File: src/rtl/off_chip_img_stream_ctrl_if.sv
// Memory request/response channel and the accelerator read lane
// between off_chip_img_stream_ctrl and its neighbours.
interface off_chip_img_stream_ctrl_if #(
  parameter int AW = 16
);
  logic          mem_req_valid;
  logic          mem_req_ready;
  logic [AW-1:0] mem_req_addr;
  logic          mem_rsp_valid;
  logic [15:0]   mem_rsp_data;
  logic          off_chip_img_img_update_0_read_en;
  logic [15:0]   off_chip_img_img_update_0_read [0:0];

  modport master (
    output mem_req_valid,
    output mem_req_addr,
    output off_chip_img_img_update_0_read,
    input  mem_req_ready,
    input  mem_rsp_valid,
    input  mem_rsp_data,
    input  off_chip_img_img_update_0_read_en
  );

  modport slave (
    input  mem_req_valid,
    input  mem_req_addr,
    input  off_chip_img_img_update_0_read,
    output mem_req_ready,
    output mem_rsp_valid,
    output mem_rsp_data,
    output off_chip_img_img_update_0_read_en
  );
endinterface

File: src/rtl/off_chip_img_stream_ctrl.sv
// Frame prefetcher: issues sequential word reads for one image, buffers the
// responses in a credit-limited FIFO and serves them on the sobel read lane.
module off_chip_img_stream_ctrl #(
  parameter int          IMG_W      = 64,
  parameter int          IMG_H      = 64,
  parameter int unsigned BASE_ADDR  = 0,
  parameter int          FIFO_DEPTH = 8,
  parameter int          AW         = 16
) (
  input  logic                        clk,
  input  logic                        rst_n,
  input  logic                        flush,
  off_chip_img_stream_ctrl_if.master  bus,
  output logic                        frame_done,
  output logic                        underflow
);

  localparam int TOTAL = IMG_W * IMG_H;
  localparam int CW    = $clog2(TOTAL + 1);
  localparam int OW    = $clog2(FIFO_DEPTH + 1);
  localparam int PW    = $clog2(FIFO_DEPTH);

  localparam logic [CW-1:0] TOTAL_C  = CW'(TOTAL);
  localparam logic [OW:0]   DEPTH_C  = (OW + 1)'(FIFO_DEPTH);
  localparam logic [AW-1:0] BASE_C   = AW'(BASE_ADDR);

  typedef enum logic [2:0] {
    S_IDLE   = 3'd0,
    S_STREAM = 3'd1,
    S_DRAIN  = 3'd2,
    S_DONE   = 3'd3,
    S_ABORT  = 3'd4
  } state_t;

  state_t          state_r, state_next_s;
  logic [CW-1:0]   req_cnt_r, pop_cnt_r, req_cnt_next_s, pop_cnt_next_s;
  logic [OW-1:0]   outstanding_r, outstanding_next_s;
  logic [OW-1:0]   count_r, count_after_pop_s;
  logic [PW-1:0]   wr_ptr_r, rd_ptr_r, rd_ptr_next_s;
  logic [15:0]     fifo_mem_r [FIFO_DEPTH];
  logic [15:0]     lane_r, lane_next_s;
  logic            underflow_r, frame_done_r;
  logic            active_s, credit_ok_s, req_valid_s, hs_s, rsp_s;
  logic            push_s, pop_s, clear_s;

  // Datapath strobes and next-state decode.
  always_comb begin
    state_next_s       = state_r;
    active_s           = (state_r == S_STREAM) || (state_r == S_DRAIN);
    credit_ok_s        = (({1'b0, count_r} + {1'b0, outstanding_r}) < DEPTH_C);
    req_valid_s        = (state_r == S_STREAM) && (req_cnt_r < TOTAL_C) && credit_ok_s;
    hs_s               = req_valid_s && bus.mem_req_ready;
    // Responses with nothing outstanding are left over from before a reset.
    rsp_s              = bus.mem_rsp_valid && (outstanding_r != {OW{1'b0}});
    push_s             = rsp_s && active_s;
    pop_s              = bus.off_chip_img_img_update_0_read_en && (count_r != {OW{1'b0}}) && active_s;
    clear_s            = flush && (state_r != S_ABORT);
    outstanding_next_s = outstanding_r + OW'(hs_s) - OW'(rsp_s);
    req_cnt_next_s     = req_cnt_r + CW'(hs_s);
    pop_cnt_next_s     = pop_cnt_r + CW'(pop_s);
    rd_ptr_next_s      = rd_ptr_r + PW'(pop_s);
    count_after_pop_s  = count_r - OW'(pop_s);

    case (state_r)
      S_IDLE, S_DONE: begin
        if (flush) state_next_s = S_STREAM;
        else       state_next_s = state_r;
      end
      S_STREAM: begin
        if (flush)                           state_next_s = (outstanding_next_s == {OW{1'b0}}) ? S_STREAM : S_ABORT;
        else if (req_cnt_next_s == TOTAL_C)  state_next_s = S_DRAIN;
        else                                 state_next_s = state_r;
      end
      S_DRAIN: begin
        if (flush)                           state_next_s = (outstanding_next_s == {OW{1'b0}}) ? S_STREAM : S_ABORT;
        else if (pop_cnt_next_s == TOTAL_C)  state_next_s = S_DONE;
        else                                 state_next_s = state_r;
      end
      S_ABORT: begin
        if (outstanding_next_s == {OW{1'b0}}) state_next_s = S_STREAM;
        else                                  state_next_s = state_r;
      end
      default: state_next_s = S_IDLE;
    endcase

    // No bypass: the lane only ever reflects what is stored after this edge.
    if (clear_s)                              lane_next_s = lane_r;
    else if (count_after_pop_s != {OW{1'b0}}) lane_next_s = fifo_mem_r[rd_ptr_next_s];
    else if (push_s)                          lane_next_s = bus.mem_rsp_data;
    else                                      lane_next_s = lane_r;
  end

  // Control state, counters and sticky status.
  always_ff @(posedge clk) begin
    if (rst_n) begin
      state_r       <= S_IDLE;
      req_cnt_r     <= {CW{1'b0}};
      pop_cnt_r     <= {CW{1'b0}};
      outstanding_r <= {OW{1'b0}};
      count_r       <= {OW{1'b0}};
      wr_ptr_r      <= {PW{1'b0}};
      rd_ptr_r      <= {PW{1'b0}};
      lane_r        <= 16'h0000;
      underflow_r   <= 1'b0;
      frame_done_r  <= 1'b0;
    end else begin
      state_r       <= state_next_s;
      outstanding_r <= outstanding_next_s;
      lane_r        <= lane_next_s;
      frame_done_r  <= (state_next_s == S_DONE);
      if (clear_s) begin
        req_cnt_r   <= {CW{1'b0}};
        pop_cnt_r   <= {CW{1'b0}};
        count_r     <= {OW{1'b0}};
        wr_ptr_r    <= {PW{1'b0}};
        rd_ptr_r    <= {PW{1'b0}};
        underflow_r <= 1'b0;
      end else begin
        req_cnt_r   <= req_cnt_next_s;
        pop_cnt_r   <= pop_cnt_next_s;
        count_r     <= count_after_pop_s + OW'(push_s);
        wr_ptr_r    <= wr_ptr_r + PW'(push_s);
        rd_ptr_r    <= rd_ptr_next_s;
        if (bus.off_chip_img_img_update_0_read_en && (count_r == {OW{1'b0}}) && active_s)
          underflow_r <= 1'b1;
        else
          underflow_r <= underflow_r;
      end
    end
  end

  // Prefetch storage; contents are don't-care until written.
  always_ff @(posedge clk) begin
    if (push_s && !clear_s) fifo_mem_r[wr_ptr_r] <= bus.mem_rsp_data;
    else                    fifo_mem_r[wr_ptr_r] <= fifo_mem_r[wr_ptr_r];
  end

  assign bus.mem_req_valid                     = req_valid_s;
  assign bus.mem_req_addr                      = BASE_C + AW'(req_cnt_r);
  assign bus.off_chip_img_img_update_0_read[0] = lane_r;
  assign frame_done                            = frame_done_r;
  assign underflow                             = underflow_r;

endmodule

File: src/flat_wrapper.sv
// flat-port wrapper written by rule: the top's interface ports become plain ports
module off_chip_img_stream_ctrl_flat 
#(
  parameter int          IMG_W      = 64,
  parameter int          IMG_H      = 64,
  parameter int unsigned BASE_ADDR  = 0,
  parameter int          FIFO_DEPTH = 8,
  parameter int          AW         = 16
)
  (clk, rst_n, flush, frame_done, underflow, bus_mem_req_valid, bus_mem_req_addr, bus_off_chip_img_img_update_0_read, bus_mem_req_ready, bus_mem_rsp_valid, bus_mem_rsp_data, bus_off_chip_img_img_update_0_read_en);
  off_chip_img_stream_ctrl_if #(.AW(AW)) bus_i ();
  input  logic clk;
  input  logic rst_n;
  input  logic flush;
  output logic frame_done;
  output logic underflow;
  output wire logic [$bits(bus_i.mem_req_valid)-1:0] bus_mem_req_valid;
  output wire logic [$bits(bus_i.mem_req_addr)-1:0] bus_mem_req_addr;
  output wire logic [$bits(bus_i.off_chip_img_img_update_0_read)-1:0] bus_off_chip_img_img_update_0_read;
  input wire logic [$bits(bus_i.mem_req_ready)-1:0] bus_mem_req_ready;
  input wire logic [$bits(bus_i.mem_rsp_valid)-1:0] bus_mem_rsp_valid;
  input wire logic [$bits(bus_i.mem_rsp_data)-1:0] bus_mem_rsp_data;
  input wire logic [$bits(bus_i.off_chip_img_img_update_0_read_en)-1:0] bus_off_chip_img_img_update_0_read_en;
  assign bus_mem_req_valid = bus_i.mem_req_valid;
  assign bus_mem_req_addr = bus_i.mem_req_addr;
  assign bus_off_chip_img_img_update_0_read = {>>{bus_i.off_chip_img_img_update_0_read}};
  assign bus_i.mem_req_ready = bus_mem_req_ready;
  assign bus_i.mem_rsp_valid = bus_mem_rsp_valid;
  assign bus_i.mem_rsp_data = bus_mem_rsp_data;
  assign bus_i.off_chip_img_img_update_0_read_en = bus_off_chip_img_img_update_0_read_en;
  off_chip_img_stream_ctrl #(.IMG_W(IMG_W), .IMG_H(IMG_H), .BASE_ADDR(BASE_ADDR), .FIFO_DEPTH(FIFO_DEPTH), .AW(AW)) u_core (.clk(clk), .rst_n(rst_n), .flush(flush), .bus(bus_i), .frame_done(frame_done), .underflow(underflow));
endmodule
File: config.mk
export PLATFORM = sky130hd
export DESIGN_NAME = off_chip_img_stream_ctrl_flat
export DESIGN_NICKNAME = d
export VERILOG_FILES = /design/src/rtl/off_chip_img_stream_ctrl_if.sv /design/src/rtl/off_chip_img_stream_ctrl.sv /design/src/flat_wrapper.sv
export SDC_FILE = /design/constraint.sdc
export NUM_CORES = 1
export LEC_CHECK = 0
export CORE_MARGIN = 1
export CORE_UTILIZATION = 25
export CTS_CLUSTER_SIZE = 20
export DETAILED_ROUTE_END_ITERATION = 8
export GPL_ROUTABILITY_DRIVEN = 0
export GPL_TIMING_DRIVEN = 0
export PLACE_DENSITY = 0.52
export SLEW_MARGIN = 20
export SYNTH_ARGS = -nofsm -noshare
export SYNTH_HDL_FRONTEND = slang
export SYNTH_SLANG_ARGS = --single-unit
File: constraint.sdc
create_clock -name clk -period 6.8 [get_ports clk]
set_input_delay 1.36 -clock clk [delete_from_list [all_inputs] [get_ports clk]]
set_output_delay 1.36 -clock clk [all_outputs]
set_load 0.005 [all_outputs]
==> results of run 1 <==
-- worst max path at each step --
stage | slack, ns | from | end
finish | 2.66 | bus_off_chip_img_img_update_0_read_en | u_core.bus.off_chip_img_img_update_0_read[0]$_SDFFE_PP0P_
global route | 2.46 | bus_off_chip_img_img_update_0_read_en | u_core.bus.off_chip_img_img_update_0_read[15]$_SDFFE_PP0P_
floorplan | 3.28 | bus_mem_rsp_valid | u_core.fifo_mem_r[1][0]$_DFFE_PP_
global placement | 1.23 | bus_mem_rsp_valid | u_core.fifo_mem_r[1][5]$_DFFE_PP_
detailed placement | 2.19 | bus_off_chip_img_img_update_0_read_en | u_core.bus.off_chip_img_img_update_0_read[2]$_SDFFE_PP0P_
CTS | 2.65 | bus_off_chip_img_img_update_0_read_en | u_core.bus.off_chip_img_img_update_0_read[1]$_SDFFE_PP0P_
-- where the power goes --
part           internal (W)  switching, W
Sequential          0.00127     0.0000264
Combinational      0.000167      0.000220
Clock              0.000523      0.000479
Total               0.00196      0.000726
-- metal layers --
metal | wire, um | GRT usage, % | vias up
li1 | - | - | 2275
met1 | 8740 | 15.6 | 2380
met2 | 8170 | 17.8 | 103
met3 | 722 | 2.48 | 10
met4 | 148 | 3.46 | 0
met5 | 0 | 0 | -
-- layout make-up --
cell class,count,area (um^2),share of cell area (%)
clock inverter,13,153,1.56
buffer,34,164,1.68
tap,402,503,5.15
clock buffer,19,433,4.43
sequential,189,5060,51.8
inverter,15,56.3,0.576
multi-input combinational,336,2780,28.5
timing repair buffer,61,614,6.29
-- synth_stat cells, drive strengths merged (2+ instances only) --
cell type and count:
nand3 15, o21ai 6, mux2 2, and3 3
buf 16, nor3b 4, o31ai 2, a31oi 3
nand4 7, nor2b 2, mux4 32, dfxtp 61
and2 15, edfxtp 128, nor4 3, xnor2 19
o211ai 16, xor2 16, nand2b 5, nor3 8
nand2 53, clkbuf 18, inv 15, mux2i 17
ha 20, a21oi 21, nor2 47
-- logic make-up after synthesis --
family | count (synthesis) | share of synthesized area (%)
multiplexers | 51 | 11.4
adder cells (fa/ha/maj) | 21 | 3.37
other | 1 | 0.0467
AO/OA/AOI/OAI | 58 | 4.82
XOR/XNOR | 35 | 3.91
flip-flops | 189 | 63.1
AND/OR/NAND/NOR | 168 | 10.6
buffers and inverters | 49 | 2.74
-- sequential cells by signal, summed over array words and instances, names as in the netlist --
register,count
u_core.bus.off_chip_img_img_update_0_read,16
u_core.count_r,4
u_core.fifo_mem_r,128
u_core.frame_done,1
u_core.outstanding_r,4
u_core.pop_cnt_r,13
u_core.rd_ptr_r,3
u_core.req_cnt_r,13
u_core.state_r,3
u_core.underflow,1
u_core.wr_ptr_r,3
-- critical path: cells and delay by family --
kind	cells	cell delay, ns
buf+inv	3	1.45
mux	2	0.56
simple gates	3	0.48
fa+ha+maj	2	0.33
compound gates	2	0.23
-- metrics by stage --
stage | cell area, um^2 | total power, W | instances
after floorplan | 8030 | 0.00155 | 574
after global placement | 9060 | 0.00171 | 1028
after detailed placement | 9190 | 0.00171 | 1037
after CTS | 9770 | 0.00272 | 1069
after global routing | 9770 | 0.00280 | 1069
final | 9770 | 0.00269 | 1069
==> metrics.md, run 1 <==
| Metric | Value |
|---|---|
| CTS Buf Count | 17 |
| Global-route wire length before repair | 27800 um |
| Worst Path Max Fanout | 10 |
| Detailed-route via count | 4768 |
| WP data required | 7.10 ns |
| Critical R2R Launch | u_core.count_r[2]$_SDFF_PP0_ |
| Synthesized area | 8030 um^2 |
| Core area | 31600 um^2 |
| FF-to-FF setup slack | 3.20 ns |
| H-tree depth | 4 |
| Layout cells sized above 1 | 16.5% |
| Max_cap viols | 0 |
| Starting DRT DRC Count | 238 |
| Initial antenna violation count | 0 |
| GR Overflow Total | 0 |
| RSZ-0062 raised after global routing | false |
| CP peak stage delay | 0.67 ns |
| Number of global-route vias before repair | 4685 |
| WL/cell | 16.6 um |
| Number of antenna repair diodes | 0 |
| Post-synth top flop | edfxtp_1 |
| Clock-pin slew on the worst setup and hold paths | 0.07 ns |
| Register area share after synthesis | 63.1% |
| Post-Route WL | 17800 um |
| Post-layout min period | 4.14 ns |
| Leading cell type in the layout, fill and taps excluded | edfxtp_1 |
| Maximum VDD drop | 0.000166 V |
| Largest net degree at the start of global routing | 20 |
| Top post-synthesis cells by area | edfxtp_1 (48%), dfxtp_1 (15%), mux4_2 (9.0%), ha_1 (3.1%), nand2_1 (2.5%) |
| Place WS | 2.19 ns |
| Hpwl dp | 12000 um |
| Cells after synthesis | 572 |
| Reg2reg end | u_core.bus.off_chip_img_img_update_0_read[0]$_SDFFE_PP0P_ |
| Final Cycle Share | 60.9% |
| Post-synth EDFFs | 128 |
| DIE WIDTH | 181 um |
| Die H | 181 um |
| Post-route setup TNS | 0 ns |
| Power per cell area | 275 nW/um^2 |
| Max Fclk | 241 MHz |
| Worst skew pair latency | 0.45 ns |
| Clock root cell | clkbuf_16 |
| Final Util | 31.0% |
| Ports | 57 |
| Commonest cells after routing, fill and taps aside | edfxtp_1 (128), dfxtp_1 (61), nand2_1 (53), clkdlybuf4s50_1 (52), nor2_1 (40) |
| Core Rows | 65 |
| DR pass1 iterations | 6 |
| Hold slack | 0.458 ns |
| WHS Endpoint | u_core.bus.off_chip_img_img_update_0_read[12]$_SDFFE_PP0P_ |
| Worst setup SP type | primary input |
| CTS max path bufs | 2 |
| CTS tree | built |
| Initial core utilization | 25.4% |
| CP Data Arrival Time | 4.44 ns |
| Max-slew headroom | 45.1% |
| Crit path max-delay cell type | clkbuf_1 |
| FFs w/ async S/R, synth | 0% |
| Sink Count | 189 |
| Post-CTS Resized | 0 |
| Worst clock skew | 0.0151 ns |
| All-layer global routing usage | 11.3% |
| Detail Route Antenna Nets | 0 |
| Slew Limit Fails | 0 |
| Yosys reg bits | 189 |
| Setup CP Type | in -> reg |
| Final Setup Violations | 0 |
| DRC viols | 0 |
| Die area | 32800 um^2 |
| NumNets Final | 697 |
| CP endpoint kind | flop |
| Yosys top cell area share | 47.9% |
| Reg2Reg Depth | 11 |
| Worst slew pin tran | 0.823 ns |
| Fillers | 3188 |
| Worst Min Path Start | u_core.bus.off_chip_img_img_update_0_read[12]$_SDFFE_PP0P_ |
| Yosys warning count | 0 |
| Via density | 4.46 |
| Crit-path cells | clkdlybuf4s50_1 > nand2_1 > nor2_1 > ha_1 > ha_1 > clkbuf_1 > clkbuf_1 > mux4_2 > mux2i_1 > nand2_1 > o211ai_1 > a21oi_1 |
| Port Buffers | 52 |
| Syn Area/Cell | 14.0 um^2 |
| Quantity of hold-fixing buffers added after cts | 0 |
| Depth of the worst hold-timing path | 2 |
| Yosys top cell by area | edfxtp_1 |
| Leak | 3.17 nW |
| Worst hold path class | reg -> reg |
| Post-CTS setup buffer count | 0 |
| Post-synth cell types | 56 |
| Status | completed |
| Layout area overhead | 21.7% |
| Setup ws final | 2.66 ns |
| Final hold vios | 0 |
Note: power is estimated with default switching activity, not from simulation.
==> run 2: changes to the inputs <==
--- a/config.mk
+++ b/config.mk
@@ -11,7 +11,7 @@
 export DETAILED_ROUTE_END_ITERATION = 8
 export GPL_ROUTABILITY_DRIVEN = 0
 export GPL_TIMING_DRIVEN = 0
-export PLACE_DENSITY = 0.52
+export PLACE_DENSITY = 0.53
 export SLEW_MARGIN = 20
 export SYNTH_ARGS = -nofsm -noshare
 export SYNTH_HDL_FRONTEND = slang
==> constraint.sdc (replaced) <==
create_clock -name clk -period 3.47 [get_ports clk]
set_input_delay 0.694 -clock clk [delete_from_list [all_inputs] [get_ports clk]]
set_output_delay 0.694 -clock clk [all_outputs]
set_load 0.005 [all_outputs]
==> run 2 against run 1 <==
Total power is 98% higher. Non-clock buffer count stayed put. First-iteration DRC count is 32% higher. Via count is 0.44% lower.
==> metrics.md, run 2 (synthesized netlist as in run 1, its figures left out) <==
| Metric | Value |
|---|---|
| Status | completed |
| Largest net degree at the start of global routing | 19 |
| FF-to-FF setup slack | 0.22 ns |
| Max FFs per register | 128 |
| Port Buffers | 52 |
| Max-slew headroom | 51.0% |
| Top delay family on crit path | simple AND/OR/NAND/NOR gates |
| Met2 wire length | 8020 um |
| Quantity of hold-fixing buffers added after cts | 0 |
| Final Instance Area | 9820 um^2 |
| WP data required | 3.76 ns |
| Worst setup SP type | flop |
| Via density | 4.44 |
| RSZ-0062 raised after global routing | false |
| Area post-placement | 9190 um^2 |
| WP buf/inv | 2 |
| Setup CP Type | reg -> reg |
| Post-CTS setup buffer count | 0 |
| Final Setup Violations | 0 |
| Core Rows | 65 |
| Max_cap viols | 0 |
| Post-layout min period | 3.25 ns |
| Leak | 3.21 nW |
| Number of antenna repair diodes | 0 |
| GR Overflow Total | 0 |
| Clock-pin slew on the worst setup and hold paths | 0.07 ns |
| Top Layer Used | met4 |
| DIE WIDTH | 181 um |
| Maximum VDD drop | 0.000334 V |
| Post-Route WL | 17900 um |
| Final hold vios | 0 |
| CP peak stage delay | 0.46 ns |
| WL/cell | 16.7 um |
| Hpwl dp | 12100 um |
| CTS max path bufs | 2 |
| Initial antenna violation count | 0 |
| Max Fclk | 308 MHz |
| Crit path max-delay cell type | nor4_1 |
| Worst clock skew | 0.0118 ns |
| Sink Count | 189 |
| Core area | 31600 um^2 |
| CP Data Arrival Time | 3.54 ns |
| Starting DRT DRC Count | 313 |
| CTS Buf Count | 17 |
| Slew Limit Fails | 0 |
| Reg area | 5060 um^2 |
| Hold slack | 0.458 ns |
| Layout area overhead | 22.4% |
| Met3 WL post-DR | 891 um |
| Power per cell area | 542 nW/um^2 |
| Final Cycle Share | 93.7% |
| Worst Path Max Fanout | 10 |
| Commonest cells after routing, fill and taps aside | edfxtp_1 (128), dfxtp_1 (61), nand2_1 (53), clkdlybuf4s50_1 (52), nor2_1 (40) |
| Met1 wire length | 8760 um |
| Initial core utilization | 25.4% |
| Biggest register | u_core.fifo_mem_r |
| NumNets Final | 697 |
| Fillers | 3144 |
| Crit-path most repeated cell | ha_1 |
| Detailed-route via count | 4747 |
| Number of global-route vias before repair | 4756 |
| All-layer global routing usage | 11.5% |
| Worst skew pair latency | 0.44 ns |
| Overall power consumption | 0.00532 W |
| Clock root cell | clkbuf_16 |
| DR pass1 iterations | 5 |
| DRC viols | 0 |
| Crit-path cells | nor4_1 > nor2_1 > ha_1 > ha_1 > clkbuf_1 > buf_2 > mux4_2 > mux2i_1 > nand2_1 > o211ai_1 > a21oi_1 |
| Die area | 32800 um^2 |
| Worst slew pin tran | 0.731 ns |
| Die H | 181 um |
| Ports | 57 |
| Global-route wire length before repair | 28400 um |
| CP endpoint kind | flop |
| Leading cell type in the layout, fill and taps excluded | edfxtp_1 |
| Multi-input logic area | 2800 um^2 |
| Post-route setup TNS | 0 ns |
| H-tree depth | 4 |
| Detail Route Antenna Nets | 0 |
| Worst hold path class | reg -> reg |
| CTS tree | built |
| Layout cells sized above 1 | 17.4% |
==> run 2: path summary, 6_finish.rpt <==
path / start / endpoint / cells past startpoint
setup reg to reg: u_core.count_r[2]$_SDFF_PP0_ / u_core.bus.off_chip_img_img_update_0_read[0]$_SDFFE_PP0P_ / 11
hold / removal: u_core.bus.off_chip_img_img_update_0_read[15]$_SDFFE_PP0P_ / u_core.bus.off_chip_img_img_update_0_read[15]$_SDFFE_PP0P_ / 2
hold reg to reg: u_core.bus.off_chip_img_img_update_0_read[15]$_SDFFE_PP0P_ / u_core.bus.off_chip_img_img_update_0_read[15]$_SDFFE_PP0P_ / 2
setup / recovery: u_core.count_r[2]$_SDFF_PP0_ / u_core.bus.off_chip_img_img_update_0_read[0]$_SDFFE_PP0P_ / 11
==> run 2: final cells by class <==
cell class / count / share of cell area (%)
buffer: 33 / 1.67
tap: 402 / 5.12
clock inverter: 14 / 1.82
multi-input combinational: 336 / 28.5
sequential: 189 / 51.6
timing repair buffer: 62 / 6.33
clock buffer: 18 / 4.37
inverter: 15 / 0.573
==> run 2: through the flow <==
stage          setup slack, ns  utilization [%]  instances
2_1_floorplan            0.616                -        574
3_3_place_gp             -1.38             28.7       1028
3_5_place_dp            -0.429             29.1       1038
4_1_cts                0.00665             31.1       1070
5_1_grt                0.00373             31.1       1069
6_report                 0.219             31.1       1069
==> run 2: power breakdown <==
part | leakage (nW) | internal, W | switching [W] | total (W)
clock | 0.291 | 0.00109 | 0.000935 | 0.00203
sequential | 1.64 | 0.00249 | 0.0000487 | 0.00254
combinational | 1.28 | 0.000327 | 0.000432 | 0.000759
==> run 2: layer usage <==
metal / vias up / GRT usage (%)
met1: 2356 / 16.3
met5: - / 0
li1: 2277 / -
met2: 102 / 17.2
met3: 12 / 2.78
met4: 0 / 3.73
==> run 2: worst register-to-register path: stages (launching register included) <==
cell      delay [ns]
dfxtp_1         0.35
nor4_1          0.46
nor2_1          0.21
ha_1            0.23
ha_1            0.26
clkbuf_1        0.29
buf_2           0.40
mux4_2          0.36
mux2i_1         0.17
nand2_1         0.09
o211ai_1        0.17
a21oi_1         0.10
==> run 2: what timing repair did <==
item,CTS,global route
endpoints found under the setup margin,9,11
gates resized for setup,2,6
pin swaps,0,1
